<file path="src/rtl/multicycle_ctrl_unit_pkg.sv">
// Shared definitions for the multicycle control unit.
// Contents: opcode and ALU-op codes, dst_sel and wd_sel encodings, exception codes,
// sequencer state encoding, and the decoded-control struct that passes from ctrl_decode to
// the top level.
package proc_ctrl_pkg;

  // Opcodes (5-bit)
  localparam logic [4:0] OpRtype = 5'b00000;
  localparam logic [4:0] OpJ     = 5'b00001;
  localparam logic [4:0] OpBne   = 5'b00010;
  localparam logic [4:0] OpJal   = 5'b00011;
  localparam logic [4:0] OpJr    = 5'b00100;
  localparam logic [4:0] OpAddi  = 5'b00101;
  localparam logic [4:0] OpBlt   = 5'b00110;
  localparam logic [4:0] OpSw    = 5'b00111;
  localparam logic [4:0] OpLw    = 5'b01000;
  localparam logic [4:0] OpSetx  = 5'b10101;
  localparam logic [4:0] OpBex   = 5'b10110;

  // R-type ALU-op values that the control unit treats specially
  localparam logic [4:0] AluAdd = 5'b00000;
  localparam logic [4:0] AluSub = 5'b00001;
  localparam logic [4:0] AluMul = 5'b00110;
  localparam logic [4:0] AluDiv = 5'b00111;

  // Write destination
  localparam logic [1:0] DstRd      = 2'd0;
  localparam logic [1:0] DstRstatus = 2'd1;
  localparam logic [1:0] DstRa      = 2'd2;

  // Write-data source
  localparam logic [2:0] WdAlu    = 3'd0;
  localparam logic [2:0] WdDmem   = 3'd1;
  localparam logic [2:0] WdMd     = 3'd2;
  localparam logic [2:0] WdStatus = 3'd3;
  localparam logic [2:0] WdImmT   = 3'd4;
  localparam logic [2:0] WdPcInc  = 3'd5;

  // Exception codes written to $rstatus
  localparam logic [2:0] ExcAdd       = 3'd1;
  localparam logic [2:0] ExcAddi      = 3'd2;
  localparam logic [2:0] ExcSub       = 3'd3;
  localparam logic [2:0] ExcMul       = 3'd4;
  localparam logic [2:0] ExcDiv       = 3'd5;
  localparam logic [2:0] ExcMdTimeout = 3'd6;

  // Sequencer states
  localparam logic [0:0] StIdle   = 1'b0;
  localparam logic [0:0] StMdWait = 1'b1;

  // Static decode of one instruction; ovf_* mark the ops that can raise an overflow
  typedef struct packed {
    logic       rwe;
    logic       rtar;
    logic [1:0] dst_sel;
    logic [2:0] wd_sel;
    logic       alu_inb;
    logic [4:0] alu_opctrl;
    logic       dmwe;
    logic       br_bne;
    logic       br_blt;
    logic       br_bex;
    logic       j;
    logic       jr;
    logic       jal;
    logic       setx;
    logic       md_mult;
    logic       md_div;
    logic       ovf_add;
    logic       ovf_addi;
    logic       ovf_sub;
  } ctrl_dec_t;

endpackage

</file>
<file path="src/rtl/multicycle_ctrl_unit_if.sv">
// Control-unit bus: instruction fields and status inputs towards the control unit, datapath
// control flags back. The slave modport is the control unit; master is the driving side.
// Clock and reset are not part of this bundle.
interface multicycle_ctrl_unit_if #(
  parameter int unsigned OPW      = 5,
  parameter int unsigned STATUS_W = 32
);
  logic                instr_valid;
  logic [OPW-1:0]      opcode;
  logic [4:0]          alu_op;
  logic                overflow;
  logic                md_ready;
  logic                md_exception;

  logic                rwe;
  logic                rtar;
  logic [1:0]          dst_sel;
  logic [2:0]          wd_sel;
  logic [STATUS_W-1:0] status_code;
  logic                alu_inb;
  logic [4:0]          alu_opctrl;
  logic                dmwe;
  logic                br_bne;
  logic                br_blt;
  logic                br_bex;
  logic                j;
  logic                jr;
  logic                jal;
  logic                setx;
  logic                md_start_mult;
  logic                md_start_div;
  logic                stall;

  modport slave (
    input  instr_valid, opcode, alu_op, overflow, md_ready, md_exception,
    output rwe, rtar, dst_sel, wd_sel, status_code, alu_inb, alu_opctrl, dmwe,
           br_bne, br_blt, br_bex, j, jr, jal, setx, md_start_mult, md_start_div, stall
  );

  modport master (
    output instr_valid, opcode, alu_op, overflow, md_ready, md_exception,
    input  rwe, rtar, dst_sel, wd_sel, status_code, alu_inb, alu_opctrl, dmwe,
           br_bne, br_blt, br_bex, j, jr, jal, setx, md_start_mult, md_start_div, stall
  );

endinterface

</file>
<file path="src/rtl/multicycle_ctrl_unit_ctrl_decode.sv">
// ctrl_decode: purely combinational opcode/ALU-op decode into static control flags.
// Ports:
//   opcode_i  instruction opcode (OPW bits)
//   alu_op_i  R-type ALU-op field
//   dec_o     decoded flags; undecoded opcodes give all zeros
module ctrl_decode
  import proc_ctrl_pkg::*;
#(
  parameter int unsigned OPW = 5
) (
  input  logic [OPW-1:0] opcode_i,
  input  logic [4:0]     alu_op_i,
  output ctrl_dec_t      dec_o
);

  always_comb begin
    dec_o = '0;
    case (opcode_i)
      OPW'(OpRtype): begin
        dec_o.alu_opctrl = alu_op_i;
        dec_o.md_mult    = (alu_op_i == AluMul);
        dec_o.md_div     = (alu_op_i == AluDiv);
        // mul/div results are written later by the sequencer, not in the issue cycle
        dec_o.rwe        = !((alu_op_i == AluMul) || (alu_op_i == AluDiv));
        dec_o.ovf_add    = (alu_op_i == AluAdd);
        dec_o.ovf_sub    = (alu_op_i == AluSub);
      end
      OPW'(OpAddi): begin
        dec_o.rwe      = 1'b1;
        dec_o.alu_inb  = 1'b1;
        dec_o.ovf_addi = 1'b1;
      end
      OPW'(OpSw): begin
        dec_o.rtar    = 1'b1;
        dec_o.alu_inb = 1'b1;
        dec_o.dmwe    = 1'b1;
      end
      OPW'(OpLw): begin
        dec_o.rwe     = 1'b1;
        dec_o.alu_inb = 1'b1;
        dec_o.wd_sel  = WdDmem;
      end
      OPW'(OpJ): begin
        dec_o.j          = 1'b1;
        dec_o.alu_opctrl = alu_op_i;
      end
      OPW'(OpBne): begin
        dec_o.br_bne     = 1'b1;
        dec_o.rtar       = 1'b1;
        dec_o.alu_opctrl = alu_op_i;
      end
      OPW'(OpJal): begin
        dec_o.jal        = 1'b1;
        dec_o.rwe        = 1'b1;
        dec_o.dst_sel    = DstRa;
        dec_o.wd_sel     = WdPcInc;
        dec_o.alu_opctrl = alu_op_i;
      end
      OPW'(OpJr): begin
        dec_o.jr         = 1'b1;
        dec_o.rtar       = 1'b1;
        dec_o.alu_opctrl = alu_op_i;
      end
      OPW'(OpBlt): begin
        dec_o.br_blt     = 1'b1;
        dec_o.rtar       = 1'b1;
        dec_o.alu_opctrl = alu_op_i;
      end
      OPW'(OpSetx): begin
        dec_o.setx       = 1'b1;
        dec_o.rwe        = 1'b1;
        dec_o.dst_sel    = DstRstatus;
        dec_o.wd_sel     = WdImmT;
        dec_o.alu_opctrl = alu_op_i;
      end
      OPW'(OpBex): begin
        dec_o.br_bex     = 1'b1;
        dec_o.alu_opctrl = alu_op_i;
      end
      default: ;
    endcase
  end

endmodule

</file>
<file path="src/rtl/multicycle_ctrl_unit.sv">
// multicycle_ctrl_unit: datapath control unit with a two-state mult/div sequencer.
// IDLE decodes instructions combinationally; a valid mul/div pulses md_start_* and moves to
// MD_WAIT, where the PC is stalled until md_ready. Overflow and mult/div exceptions are
// redirected to $rstatus with a code on status_code.
// Ports:
//   clock  rising-edge clock
//   reset  asynchronous active-low reset; forces every output to zero while low
//   bus    multicycle_ctrl_unit_if.slave (instruction fields in, control flags out)
// Build option: define MULTICYCLE_CTRL_TIMEOUT_EN to abandon MD_WAIT after MD_MAX_CYCLES
// cycles with exception code 6; otherwise MD_WAIT waits indefinitely.
module multicycle_ctrl_unit
  import proc_ctrl_pkg::*;
#(
  parameter int unsigned OPW           = 5,
  parameter int unsigned STATUS_W      = 32,
  parameter int unsigned MD_MAX_CYCLES = 40
) (
  input logic                  clock,
  input logic                  reset,
  multicycle_ctrl_unit_if.slave bus
);

  ctrl_dec_t  dec;
  ctrl_dec_t  ctl;
  logic       stall;
  logic [2:0] exc;

  logic [0:0] state_q, state_d;
  logic       is_div_q, is_div_d;

`ifdef MULTICYCLE_CTRL_TIMEOUT_EN
  localparam int unsigned CntW = $clog2(MD_MAX_CYCLES);
  logic [CntW-1:0] cnt_q, cnt_d;
`else
  logic unused_max_cycles;
  assign unused_max_cycles = ^MD_MAX_CYCLES;
`endif

  ctrl_decode #(
    .OPW (OPW)
  ) u_decode (
    .opcode_i (bus.opcode),
    .alu_op_i (bus.alu_op),
    .dec_o    (dec)
  );

  always_comb begin
    ctl      = '0;
    stall    = 1'b0;
    exc      = '0;
    state_d  = state_q;
    is_div_d = is_div_q;
`ifdef MULTICYCLE_CTRL_TIMEOUT_EN
    cnt_d    = cnt_q;
`endif
    case (state_q)
      StIdle: begin
        if (bus.instr_valid) begin
          ctl = dec;
          if (dec.md_mult || dec.md_div) begin
            stall    = 1'b1;
            state_d  = StMdWait;
            is_div_d = dec.md_div;
`ifdef MULTICYCLE_CTRL_TIMEOUT_EN
            cnt_d    = '0;
`endif
          end else if (bus.overflow && (dec.ovf_add || dec.ovf_addi || dec.ovf_sub)) begin
            ctl.dst_sel = DstRstatus;
            ctl.wd_sel  = WdStatus;
            exc = dec.ovf_add ? ExcAdd : (dec.ovf_addi ? ExcAddi : ExcSub);
          end
        end
      end
      StMdWait: begin
        // md_ready is checked first so it wins over a coincident timeout
        if (bus.md_ready) begin
          ctl.rwe = 1'b1;
          state_d = StIdle;
          if (bus.md_exception) begin
            ctl.dst_sel = DstRstatus;
            ctl.wd_sel  = WdStatus;
            exc         = is_div_q ? ExcDiv : ExcMul;
          end else begin
            ctl.dst_sel = DstRd;
            ctl.wd_sel  = WdMd;
          end
        end
`ifdef MULTICYCLE_CTRL_TIMEOUT_EN
        else if (cnt_q == CntW'(MD_MAX_CYCLES - 1)) begin
          ctl.rwe     = 1'b1;
          ctl.dst_sel = DstRstatus;
          ctl.wd_sel  = WdStatus;
          exc         = ExcMdTimeout;
          state_d     = StIdle;
        end else begin
          stall = 1'b1;
          cnt_d = cnt_q + CntW'(1);
        end
`else
        else begin
          stall = 1'b1;
        end
`endif
      end
    endcase
    // Outputs are forced quiet while reset is held, whatever the inputs do
    if (!reset) begin
      ctl   = '0;
      stall = 1'b0;
      exc   = '0;
    end
  end

  always_ff @(posedge clock or negedge reset) begin
    if (!reset) begin
      state_q  <= StIdle;
      is_div_q <= 1'b0;
    end else begin
      state_q  <= state_d;
      is_div_q <= is_div_d;
    end
  end

`ifdef MULTICYCLE_CTRL_TIMEOUT_EN
  always_ff @(posedge clock or negedge reset) begin
    if (!reset) begin
      cnt_q <= '0;
    end else begin
      cnt_q <= cnt_d;
    end
  end
`endif

  assign bus.rwe           = ctl.rwe;
  assign bus.rtar          = ctl.rtar;
  assign bus.dst_sel       = ctl.dst_sel;
  assign bus.wd_sel        = ctl.wd_sel;
  assign bus.status_code   = STATUS_W'(exc);
  assign bus.alu_inb       = ctl.alu_inb;
  assign bus.alu_opctrl    = ctl.alu_opctrl;
  assign bus.dmwe          = ctl.dmwe;
  assign bus.br_bne        = ctl.br_bne;
  assign bus.br_blt        = ctl.br_blt;
  assign bus.br_bex        = ctl.br_bex;
  assign bus.j             = ctl.j;
  assign bus.jr            = ctl.jr;
  assign bus.jal           = ctl.jal;
  assign bus.setx          = ctl.setx;
  assign bus.md_start_mult = ctl.md_mult;
  assign bus.md_start_div  = ctl.md_div;
  assign bus.stall         = stall;

endmodule

</file>
<file path="src/flat_wrapper.sv">
// flat-port wrapper written by rule: the top's interface ports become plain ports
module multicycle_ctrl_unit_flat import proc_ctrl_pkg::*;
#(
  parameter int unsigned OPW           = 5,
  parameter int unsigned STATUS_W      = 32,
  parameter int unsigned MD_MAX_CYCLES = 40
)
  (clock, reset, bus_instr_valid, bus_opcode, bus_alu_op, bus_overflow, bus_md_ready, bus_md_exception, bus_rwe, bus_rtar, bus_dst_sel, bus_wd_sel, bus_status_code, bus_alu_inb, bus_alu_opctrl, bus_dmwe, bus_br_bne, bus_br_blt, bus_br_bex, bus_j, bus_jr, bus_jal, bus_setx, bus_md_start_mult, bus_md_start_div, bus_stall);
  multicycle_ctrl_unit_if #(.OPW(OPW), .STATUS_W(STATUS_W)) bus_i ();
  input logic clock;
  input logic reset;
  input wire logic [$bits(bus_i.instr_valid)-1:0] bus_instr_valid;
  input wire logic [$bits(bus_i.opcode)-1:0] bus_opcode;
  input wire logic [$bits(bus_i.alu_op)-1:0] bus_alu_op;
  input wire logic [$bits(bus_i.overflow)-1:0] bus_overflow;
  input wire logic [$bits(bus_i.md_ready)-1:0] bus_md_ready;
  input wire logic [$bits(bus_i.md_exception)-1:0] bus_md_exception;
  output wire logic [$bits(bus_i.rwe)-1:0] bus_rwe;
  output wire logic [$bits(bus_i.rtar)-1:0] bus_rtar;
  output wire logic [$bits(bus_i.dst_sel)-1:0] bus_dst_sel;
  output wire logic [$bits(bus_i.wd_sel)-1:0] bus_wd_sel;
  output wire logic [$bits(bus_i.status_code)-1:0] bus_status_code;
  output wire logic [$bits(bus_i.alu_inb)-1:0] bus_alu_inb;
  output wire logic [$bits(bus_i.alu_opctrl)-1:0] bus_alu_opctrl;
  output wire logic [$bits(bus_i.dmwe)-1:0] bus_dmwe;
  output wire logic [$bits(bus_i.br_bne)-1:0] bus_br_bne;
  output wire logic [$bits(bus_i.br_blt)-1:0] bus_br_blt;
  output wire logic [$bits(bus_i.br_bex)-1:0] bus_br_bex;
  output wire logic [$bits(bus_i.j)-1:0] bus_j;
  output wire logic [$bits(bus_i.jr)-1:0] bus_jr;
  output wire logic [$bits(bus_i.jal)-1:0] bus_jal;
  output wire logic [$bits(bus_i.setx)-1:0] bus_setx;
  output wire logic [$bits(bus_i.md_start_mult)-1:0] bus_md_start_mult;
  output wire logic [$bits(bus_i.md_start_div)-1:0] bus_md_start_div;
  output wire logic [$bits(bus_i.stall)-1:0] bus_stall;
  assign bus_i.instr_valid = bus_instr_valid;
  assign bus_i.opcode = bus_opcode;
  assign bus_i.alu_op = bus_alu_op;
  assign bus_i.overflow = bus_overflow;
  assign bus_i.md_ready = bus_md_ready;
  assign bus_i.md_exception = bus_md_exception;
  assign bus_rwe = bus_i.rwe;
  assign bus_rtar = bus_i.rtar;
  assign bus_dst_sel = bus_i.dst_sel;
  assign bus_wd_sel = bus_i.wd_sel;
  assign bus_status_code = bus_i.status_code;
  assign bus_alu_inb = bus_i.alu_inb;
  assign bus_alu_opctrl = bus_i.alu_opctrl;
  assign bus_dmwe = bus_i.dmwe;
  assign bus_br_bne = bus_i.br_bne;
  assign bus_br_blt = bus_i.br_blt;
  assign bus_br_bex = bus_i.br_bex;
  assign bus_j = bus_i.j;
  assign bus_jr = bus_i.jr;
  assign bus_jal = bus_i.jal;
  assign bus_setx = bus_i.setx;
  assign bus_md_start_mult = bus_i.md_start_mult;
  assign bus_md_start_div = bus_i.md_start_div;
  assign bus_stall = bus_i.stall;
  multicycle_ctrl_unit #(.OPW(OPW), .STATUS_W(STATUS_W), .MD_MAX_CYCLES(MD_MAX_CYCLES)) u_core (.clock(clock), .reset(reset), .bus(bus_i));
endmodule
</file>
<file path="config.mk">
export PLATFORM = sky130hd
export DESIGN_NAME = multicycle_ctrl_unit_flat
export DESIGN_NICKNAME = d
export VERILOG_FILES = /design/src/rtl/multicycle_ctrl_unit_pkg.sv /design/src/rtl/multicycle_ctrl_unit_if.sv /design/src/rtl/multicycle_ctrl_unit_ctrl_decode.sv /design/src/rtl/multicycle_ctrl_unit.sv /design/src/flat_wrapper.sv
export SDC_FILE = /design/constraint.sdc
export NUM_CORES = 1
export LEC_CHECK = 0
export BUFFER_PORTS_ARGS = -buffer_cell sky130_fd_sc_hd__buf_4
export CAP_MARGIN = 40
export CORE_MARGIN = 2
export CORE_UTILIZATION = 36
export DETAILED_ROUTE_END_ITERATION = 8
export GPL_ROUTABILITY_DRIVEN = 1
export PLACE_DENSITY = 0.76
export SKIP_CTS_REPAIR_TIMING = 1
export SLEW_MARGIN = 20
export SYNTH_ARGS = -nofsm -noshare
export SYNTH_HDL_FRONTEND = slang
export SYNTH_HIERARCHICAL = 1
export SYNTH_SLANG_ARGS = --single-unit
</file>
<file path="constraint.sdc">
create_clock -name clock -period 1.8 [get_ports clock]
set_input_delay 0.36 -clock clock [delete_from_list [all_inputs] [get_ports clock]]
set_output_delay 0.36 -clock clock [all_outputs]
set_load 0.005 [all_outputs]
</file>
-- Yosys cells after proc, flatten, opt, wreduce, memory -nomap -nowiden
Index checks and enable logic that the tools add are counted.
- memories kept: 0
- bits in read-only memories: 0
- register bits: 2
- input port bits: 16
- logic and storage cells: 72
- bits in latches: 0
- memory bits (writable): 0
- output and inout bits: 56
- divide/modulo/power cells: 0
- equal/unequal tests: 13
- shift-type cells: 0
- multiply operators: 0
- $add $sub $neg: 0
- bitwise logic cells: 1
- multiplexer cells: 43
- order comparisons: 0
- reduce and logical (&&, ||, !) cells: 13
- operators with widths (operator ; number):
    $mux W26 ; 2
    $eq A5 B3 Y1 const B ; 6
    $mux W3 ; 8
    $mux W1 ; 20
    $mux W5 ; 4
    $mux W19 ; 1
    $eq A5 B1 Y1 const B ; 2
    $eq A5 B2 Y1 const B ; 2
    $eq A5 B5 Y1 const B ; 2
    $logic_not A5 Y1 ; 2
    $pmux W5 S2 ; 1
    $pmux W3 S3 ; 1
    $reduce_or A4 Y1 ; 2
    $reduce_or A8 Y1 ; 1
    $pmux W1 S2 ; 3
    $pmux W3 S2 ; 1
    $eq A5 B4 Y1 const B ; 1
    $logic_or A1 B1 Y1 ; 4
    $mux W4 ; 1
    $pmux W2 S2 ; 1
    $reduce_and A3 Y1 ; 1
    $reduce_or A3 Y1 ; 1
    $logic_and A1 B1 Y1 ; 1
    $logic_not A1 Y1 ; 1
    $not A1 Y1 ; 1

-- Longest topological paths before layout
Gate-level depths: netlist of run 1.
- word-level depth: 10
- mapped depth: 7
- gate-level depth less buffers: 6

-- Hierarchy
Netlist of run 1, hierarchy kept.
- by module, submodules not included (module ; cells each ; instances ; area an instance (um^2)):
    multicycle_ctrl_unit ; 79 ; 1 ; 575.6
    ctrl_decode ; 59 ; 1 ; 369.1

-- Least setup slack after synthesis of run 1
OpenSTA, ideal clock, no wires.
- kind: input to output
- from: in bus_alu_op[3]
- to: out bus_status_code[0]
- path buffers: 0
- required time: 1.440 ns
- path slack: -0.132 ns
- arrival: 1.572 ns
- stages: 4
- cell sequence: or4_1 -> nor3_1 -> o311ai_2 -> o21ai_0
- RTL lines (item ; line ; RTL):
    from (decl) ; flat_wrapper.sv:14 ; input wire logic [$bits(bus_i.alu_op)-1:0] bus_alu_op;
    to (decl) ; flat_wrapper.sv:22 ; output wire logic [$bits(bus_i.status_code)-1:0] bus_status_code;

==> results of run 1 <==
metal layers:
metal	up-vias	wire [um]	GRT usage, %
li1	516	-	-
met1	451	1030	17.8
met2	45	1210	22.3
met3	0	157	1.64
met4	0	0	3.14
met5	-	0	0
cell usage after synthesis:
cell type | count | area (um2)
conb_1 | 2 | 7.51
or4_1 | 1 | 7.51
and2b_1 | 1 | 7.51
o21ai_0 | 5 | 25.0
a2111oi_4 | 1 | 27.5
and4_1 | 1 | 8.76
dfrtp_1 | 2 | 50.1
a22o_1 | 1 | 8.76
nand4bb_1 | 1 | 11.3
maj3_1 | 1 | 10.0
o211ai_1 | 1 | 7.51
nand3_1 | 1 | 5.00
nor3b_1 | 1 | 7.51
nand2_1 | 7 | 26.3
nand2b_1 | 2 | 12.5
inv_1 | 2 | 7.51
and2_4 | 1 | 8.76
nor2b_1 | 2 | 12.5
nor2_1 | 14 | 52.6
buf_4 | 31 | 233
and3b_2 | 2 | 20.0
a21oi_1 | 5 | 25.0
mux2i_1 | 2 | 20.0
a32oi_1 | 1 | 8.76
or2b_1 | 1 | 7.51
and3_1 | 2 | 12.5
nand3b_1 | 3 | 22.5
buf_6 | 3 | 33.8
a22oi_1 | 1 | 7.51
nor2_2 | 1 | 6.26
nor3_1 | 8 | 40.0
nor4_1 | 1 | 6.26
nor3b_2 | 1 | 12.5
and2_1 | 23 | 144
o311ai_2 | 1 | 16.3
buf_2 | 5 | 25.0
kinds of logic (layout without fill, tap and decap cells):
group                      after synthesis  count (layout)  synth area share (%)
other                                    2              30                 0.795
buffers and inverters                   41              71                  31.7
adders and majority gates                1               1                  1.06
muxes                                    2               2                  2.12
and+or+nand+nor                         74              74                  45.7
DFF                                      2               2                  5.30
AOI/OAI and AO/OA                       16              16                  13.4
final timing paths:
| path | end | slack, ps | start | cells past startpoint |
|---|---|---|---|---|
| setup / recovery | bus_dst_sel[0] | -250 | bus_alu_op[3] | 6 |
| hold / removal | u_core/state_q$_DFF_PN0_ | 360 | bus_md_ready | 2 |
| setup reg to reg | u_core/is_div_q$_DFFE_PN0P_ | 680 | u_core/state_q$_DFF_PN0_ | 4 |
| min in group asynchronous | u_core/is_div_q$_DFFE_PN0P_ | 500 | reset | 2 |
| hold reg to reg | u_core/is_div_q$_DFFE_PN0P_ | 510 | u_core/is_div_q$_DFFE_PN0P_ | 1 |
| max in group asynchronous | u_core/state_q$_DFF_PN0_ | 1180 | reset | 2 |
flip-flops by register name, summed over array words and instances, names as in the netlist:
signal,cells
u_core/is_div_q,1
u_core/state_q,1
cells in the final DEF, fill, tap and decap left out, types with 2 or more instances in the layout:
cell and instances:
buf_4 57, conb_1 30, and2_1 23, nor2_1 11, nand2_1 6, buf_6 5
nor3_1 4, clkbuf_4 3, buf_8 3, nor2_2 3, a21oi_1 3, o21ai_1 3
nand3b_1 3, and3b_2 2, and3_1 2, a21oi_2 2, nor3_2 2, inv_1 2
o21ai_0 2, mux2i_1 2, dfrtp_1 2, nor3_4 2, nor3b_2 2
report_power, final:
part           total, mW  leakage, nW  internal [mW]  switching [mW]
clock network     0.0990       0.0138         0.0736          0.0254
registers         0.0464       0.0279         0.0460        0.000390
logic              0.195        0.677          0.100          0.0948
critical path, stage by stage:
cell,delay (ps)
buf_6,90
or4_4,560
nor3_4,180
o311ai_4,180
a21oi_1,190
buf_4,130
cell type report:
class / instances / area share, %
Multi-Input combinational cell: 123 / 54.8
Clock buffer: 3 / 1.55
Sequential cell: 2 / 3.44
Tap cell: 30 / 2.58
Timing Repair Buffer: 66 / 37.1
Inverter: 2 / 0.516
per-stage QoR:
| step | setup TNS (ps) | power (mW) | setup slack, ps | hold slack [ps] |
|---|---|---|---|---|
| 6_report | -2150 | 0.340 | -253 | 362 |
| 5_1_grt | -3150 | 0.368 | -288 | 366 |
| 3_5_place_dp | -3280 | 0.207 | -336 | 163 |
| 3_3_place_gp | -2950 | 0.204 | -306 | 164 |
| 2_1_floorplan | -132 | 0.185 | -36.8 | 64.4 |
| 4_1_cts | -3310 | 0.312 | -337 | -76.3 |
==> reports/metrics.csv, run 1 <==
stage,metric,value,unit
cells_and_area,Fill cells,256,
sta,final hold violations,0,
cells_and_area,Finished Layout Cells,226,
place,Placed Instance Area,0.00127,mm2
place,gpl congestion,0.761,
synth,Post-Syn Area,945,um2
place,Buffers on Ports,42,
floorplanning,Die X-Extent,55.2,um
cells_and_area,multi-input logic area,797,um2
synth,Post-Synthesis Cells,138,
routing,DRT antenna net count,0,
clock_network,clock root cell,clkbuf_4,
cells_and_area,layout cell share with drive strength beyond 1,46.4,%
clock_network,CTS tree,yes,
run_status,failing checks,negative setup slack,
grt,grt total ovfl,0,
routing,routed wire length,2390,um
routing,total number of vias,1012,
sta,setup ws final,-253,ps
power,Max rail drop VDD,0.188,mV
cells_and_area,fin nets,214,
power,Leakage,0.719,nW
sta,count of final max-slew check failures,0,
routing,DR pass1 iterations,4,
floorplanning,full die area,0.00305,mm2
floorplanning,Die Y,55.2,um
worst_setup_path,CP max FO,7,
worst_setup_path,crit path capture type,output pin,
sta,Final period util,114,%
synth,"Avg Cell Area, Syn",6.85,um2
grt,gr usage total,13.2,%
clock_network,TritonCTS Buffers,3,
floorplanning,# IOs,72,
routing,Via-to-Cell Ratio,4.48,
sta,minimum clock period,2050,ps
sta,Final setup viols,14,
cells_and_area,Util after Layout,58.7,%
synth,warnings from Yosys,6,
clock_network,Worst-path clk slew,30,ps
routing,DRC Markers,0,
routing,initial drt markers,10,
routing,routed len/inst,10.6,um
synth,post-synthesis sequential area ratio,5.30,%
floorplanning,initial core utilization,38.1,%
clock_network,H-Tree Depth,1,
run_status,status,finished with violations,
floorplanning,Core Box Area,0.00248,mm2
worst_setup_path,Critical Path Start Type,primary input,
grt,first-pass GRT wire length,3460,um
clock_network,clk sinks,2,
synth,Synth Register Bits,2,
grt,number of global-route vias before repair,811,
cells_and_area,Inserted Diodes,0,
grt,initial antenna violation count,0,
worst_hold_path,worst hold-check path type,in2reg,
worst_setup_path,Setup Crit Path Kind,in2out,
place,placed cell count,216,
cells_and_area,register area,50.0,um2
sta,Fin Clk Skew,1.08,ps
sta,f_max,487,MHz
worst_setup_path,CP required,1440,ps
worst_setup_path,critical path arrival,1690,ps
cells_and_area,design area,0.00145,mm2
power,Pwr Density,234,mW/mm2
cells_and_area,area delta synth->final,53.9,%
clock_network,clock tree buffer depth,2,
clock_network,Clock Latency Late Sink,220,ps
grt,pin count of the biggest net entering global routing,23,
flow_run,max_cap viols,0,
synth,post-synth cell types,36,
floorplanning,Row Count,18,
place,hpwl dp,1830,um
sta,RSZ-0062 raised after global routing,true,
(Power assumes the default switching activity.)
==> run 2, diff against run 1 <==
ABC_AREA = 0   (was unset)
CORE_UTILIZATION = 40   (was 36)
PLACE_DENSITY = 0.8   (was 0.76)
clock period = 2.4 ns   (was 1.8 ns; I/O delays follow)
==> run 2 against run 1 <==
  * The run now ends clean
  * Register-to-register slack better by 650 ps
  * Power is 37% lower
  * First-iteration DRC count is 40% higher
  * Clock power is 27% lower
  * Worst setup slack better by 320 ps
  * Cell area is 16% lower
  * Critical endpoint is now bus_wd_sel[2]
  * Largest cell class unchanged
  * Highest routed layer is now met4
==> reports/metrics.csv, run 2 (same netlist as run 1, synthesis figures left out) <==
stage,metric,value,unit,change
grt,first-pass GRT wire length,3330,um,-3.8%
clock_network,clock root cell,clkbuf_4,,
worst_setup_path,CP max FO,7,,unchanged
place,pre-CTS setup slack,-93.9,ps,+242 ps
cells_and_area,"commonest non-fill, non-tap cell in the layout",buf_4,,
grt,number of global-route vias before repair,826,,+1.8%
clock_network,clock tree buffer depth,2,,unchanged
cells_and_area,Inserted Diodes,0,,unchanged
floorplanning,Core Box Area,0.00221,mm2,-11%
floorplanning,Row Count,17,,-1
place,gpl congestion,0.884,,+16%
sta,Final period util,97.3,%,
routing,DRT antenna net count,0,,unchanged
power,Max rail drop VDD,0.291,mV,+55%
worst_setup_path,Critical Path Start Type,primary input,,
cells_and_area,design area,0.00122,mm2,-16%
cells_and_area,Fill cells,234,,-8.6%
cells_and_area,fin nets,196,,-8.4%
sta,final hold violations,0,,unchanged
worst_setup_path,crit path capture type,output pin,,
routing,DRC Markers,0,,unchanged
clock_network,Worst-path clk slew,30,ps,about the same
flow_run,max_cap viols,0,,unchanged
worst_setup_path,critical path arrival,1850,ps,+160 ps
sta,RSZ-0062 raised after global routing,false,,
routing,routed wire length,2150,um,-10%
sta,count of final max-slew check failures,0,,unchanged
floorplanning,initial core utilization,42.7,%,+4.6 points
power,Leakage,0.596,nW,-17%
worst_setup_path,CP required,1920,ps,+480 ps
clock_network,Clock Latency Late Sink,220,ps,about the same
cells_and_area,area delta synth->final,28.7,%,
cells_and_area,Largest regs,"u_core/is_div_q (1), u_core/state_q (1)",,
grt,grt total ovfl,0,,unchanged
floorplanning,full die area,0.00277,mm2,-9.3%
clock_network,CTS tree,yes,,
clock_network,H-Tree Depth,1,,unchanged
routing,routed len/inst,10.4,um,-1.6%
floorplanning,Die Y,52.6,um,-4.8%
place,Buffers on Ports,42,,unchanged
grt,initial antenna violation count,0,,unchanged
power,Pwr Density,177,mW/mm2,-24%
grt,pin count of the biggest net entering global routing,23,,unchanged
floorplanning,Die X-Extent,52.6,um,-4.8%
clock_network,TritonCTS Buffers,3,,unchanged
sta,setup ws final,65.7,ps,+318 ps
place,hpwl dp,1780,um,-2.3%
cells_and_area,most frequent cells in the layout,"48 x buf_4, 30 x conb_1, 23 x and2_1",,
cells_and_area,layout cell share with drive strength beyond 1,36.0,%,-10 points
floorplanning,# IOs,72,,unchanged
sta,f_max,428,MHz,
sta,Fin Clk Skew,0.857,ps,-0.228 ps
routing,Via-to-Cell Ratio,4.65,,+3.9%
sta,minimum clock period,2330,ps,
run_status,status,"complete, no violations",,
place,Placed Instance Area,0.00115,mm2,-9.4%
worst_setup_path,Setup Crit Path Kind,in2out,,
routing,DR pass1 iterations,4,,unchanged
sta,Setup Total Neg Slack,0,ps,+2150 ps
sta,Final setup viols,0,,-14
clock_network,clk sinks,2,,unchanged
grt,gr usage total,15.5,%,+2.3 points
routing,initial drt markers,14,,+4
routing,total number of vias,958,,-5.3%
worst_hold_path,worst hold-check path type,in2async,,
sta,final hold slack,58.7,ps,-303 ps
run 2: changes by cell type in the layout (fill, tap and decap cells not counted), sizes merged:
cell / before / now
buf: 65 / 48
dlygate4sd3: 1 / 0
run 2: cell type report:
class,count,area [um2],share of cell area [%]
Multi-Input combinational cell,123,741,60.9
Timing Repair Buffer,48,360,29.6
Sequential cell,2,50.0,4.12
Tap cell,28,35.0,2.88
Clock buffer,3,22.5,1.85
Inverter,2,7.51,0.617
run 2: worst max-delay path, stage by stage:
cell and delay (ps):
buf_4 120, or4_4 550, nor3_4 190, o311ai_4 160, and3_1 230, buf_4 130
run 2: layer usage:
layer | GRT usage (%) | vias to the layer above | wire length, um
met4 | 5.56 | 0 | 14
met5 | 0 | - | 0
li1 | - | 481 | -
met1 | 16.8 | 441 | 836
met2 | 30.2 | 34 | 1190
met3 | 1.71 | 2 | 107
run 2: through the flow:
| stage | instances | util (%) | total power, mW |
|---|---|---|---|
| 3_3_place_gp | 203 | 52.1 | 0.136 |
| 3_5_place_dp | 203 | 52.1 | 0.140 |
| 4_1_cts | 206 | 53.2 | 0.216 |
| 2_1_floorplan | 166 | - | 0.137 |
| 5_1_grt | 206 | 55.0 | 0.237 |
| 6_report | 206 | 55.0 | 0.216 |
run 2: worst paths after layout:
path | startpoint | to | slack, ps | depth (start not counted)
min | reset | u_core/state_q$_DFF_PN0_ | 60 | 1
min reg2reg | u_core/is_div_q$_DFFE_PN0P_ | u_core/is_div_q$_DFFE_PN0P_ | 520 | 1
max reg2reg | u_core/state_q$_DFF_PN0_ | u_core/is_div_q$_DFFE_PN0P_ | 1330 | 3
max | bus_alu_op[3] | bus_wd_sel[2] | 70 | 6
min in group clock | bus_md_ready | u_core/state_q$_DFF_PN0_ | 490 | 2
max in group asynchronous | reset | u_core/is_div_q$_DFFE_PN0P_ | 2230 | 1
run 2: where the power goes:
part / switching (mW) / leakage (nW) / internal, mW / total [mW]
clock: 0.0171 / 0.0138 / 0.0550 / 0.0721
combinational: 0.0601 / 0.554 / 0.0486 / 0.109
sequential: 0.000355 / 0.0279 / 0.0345 / 0.0348
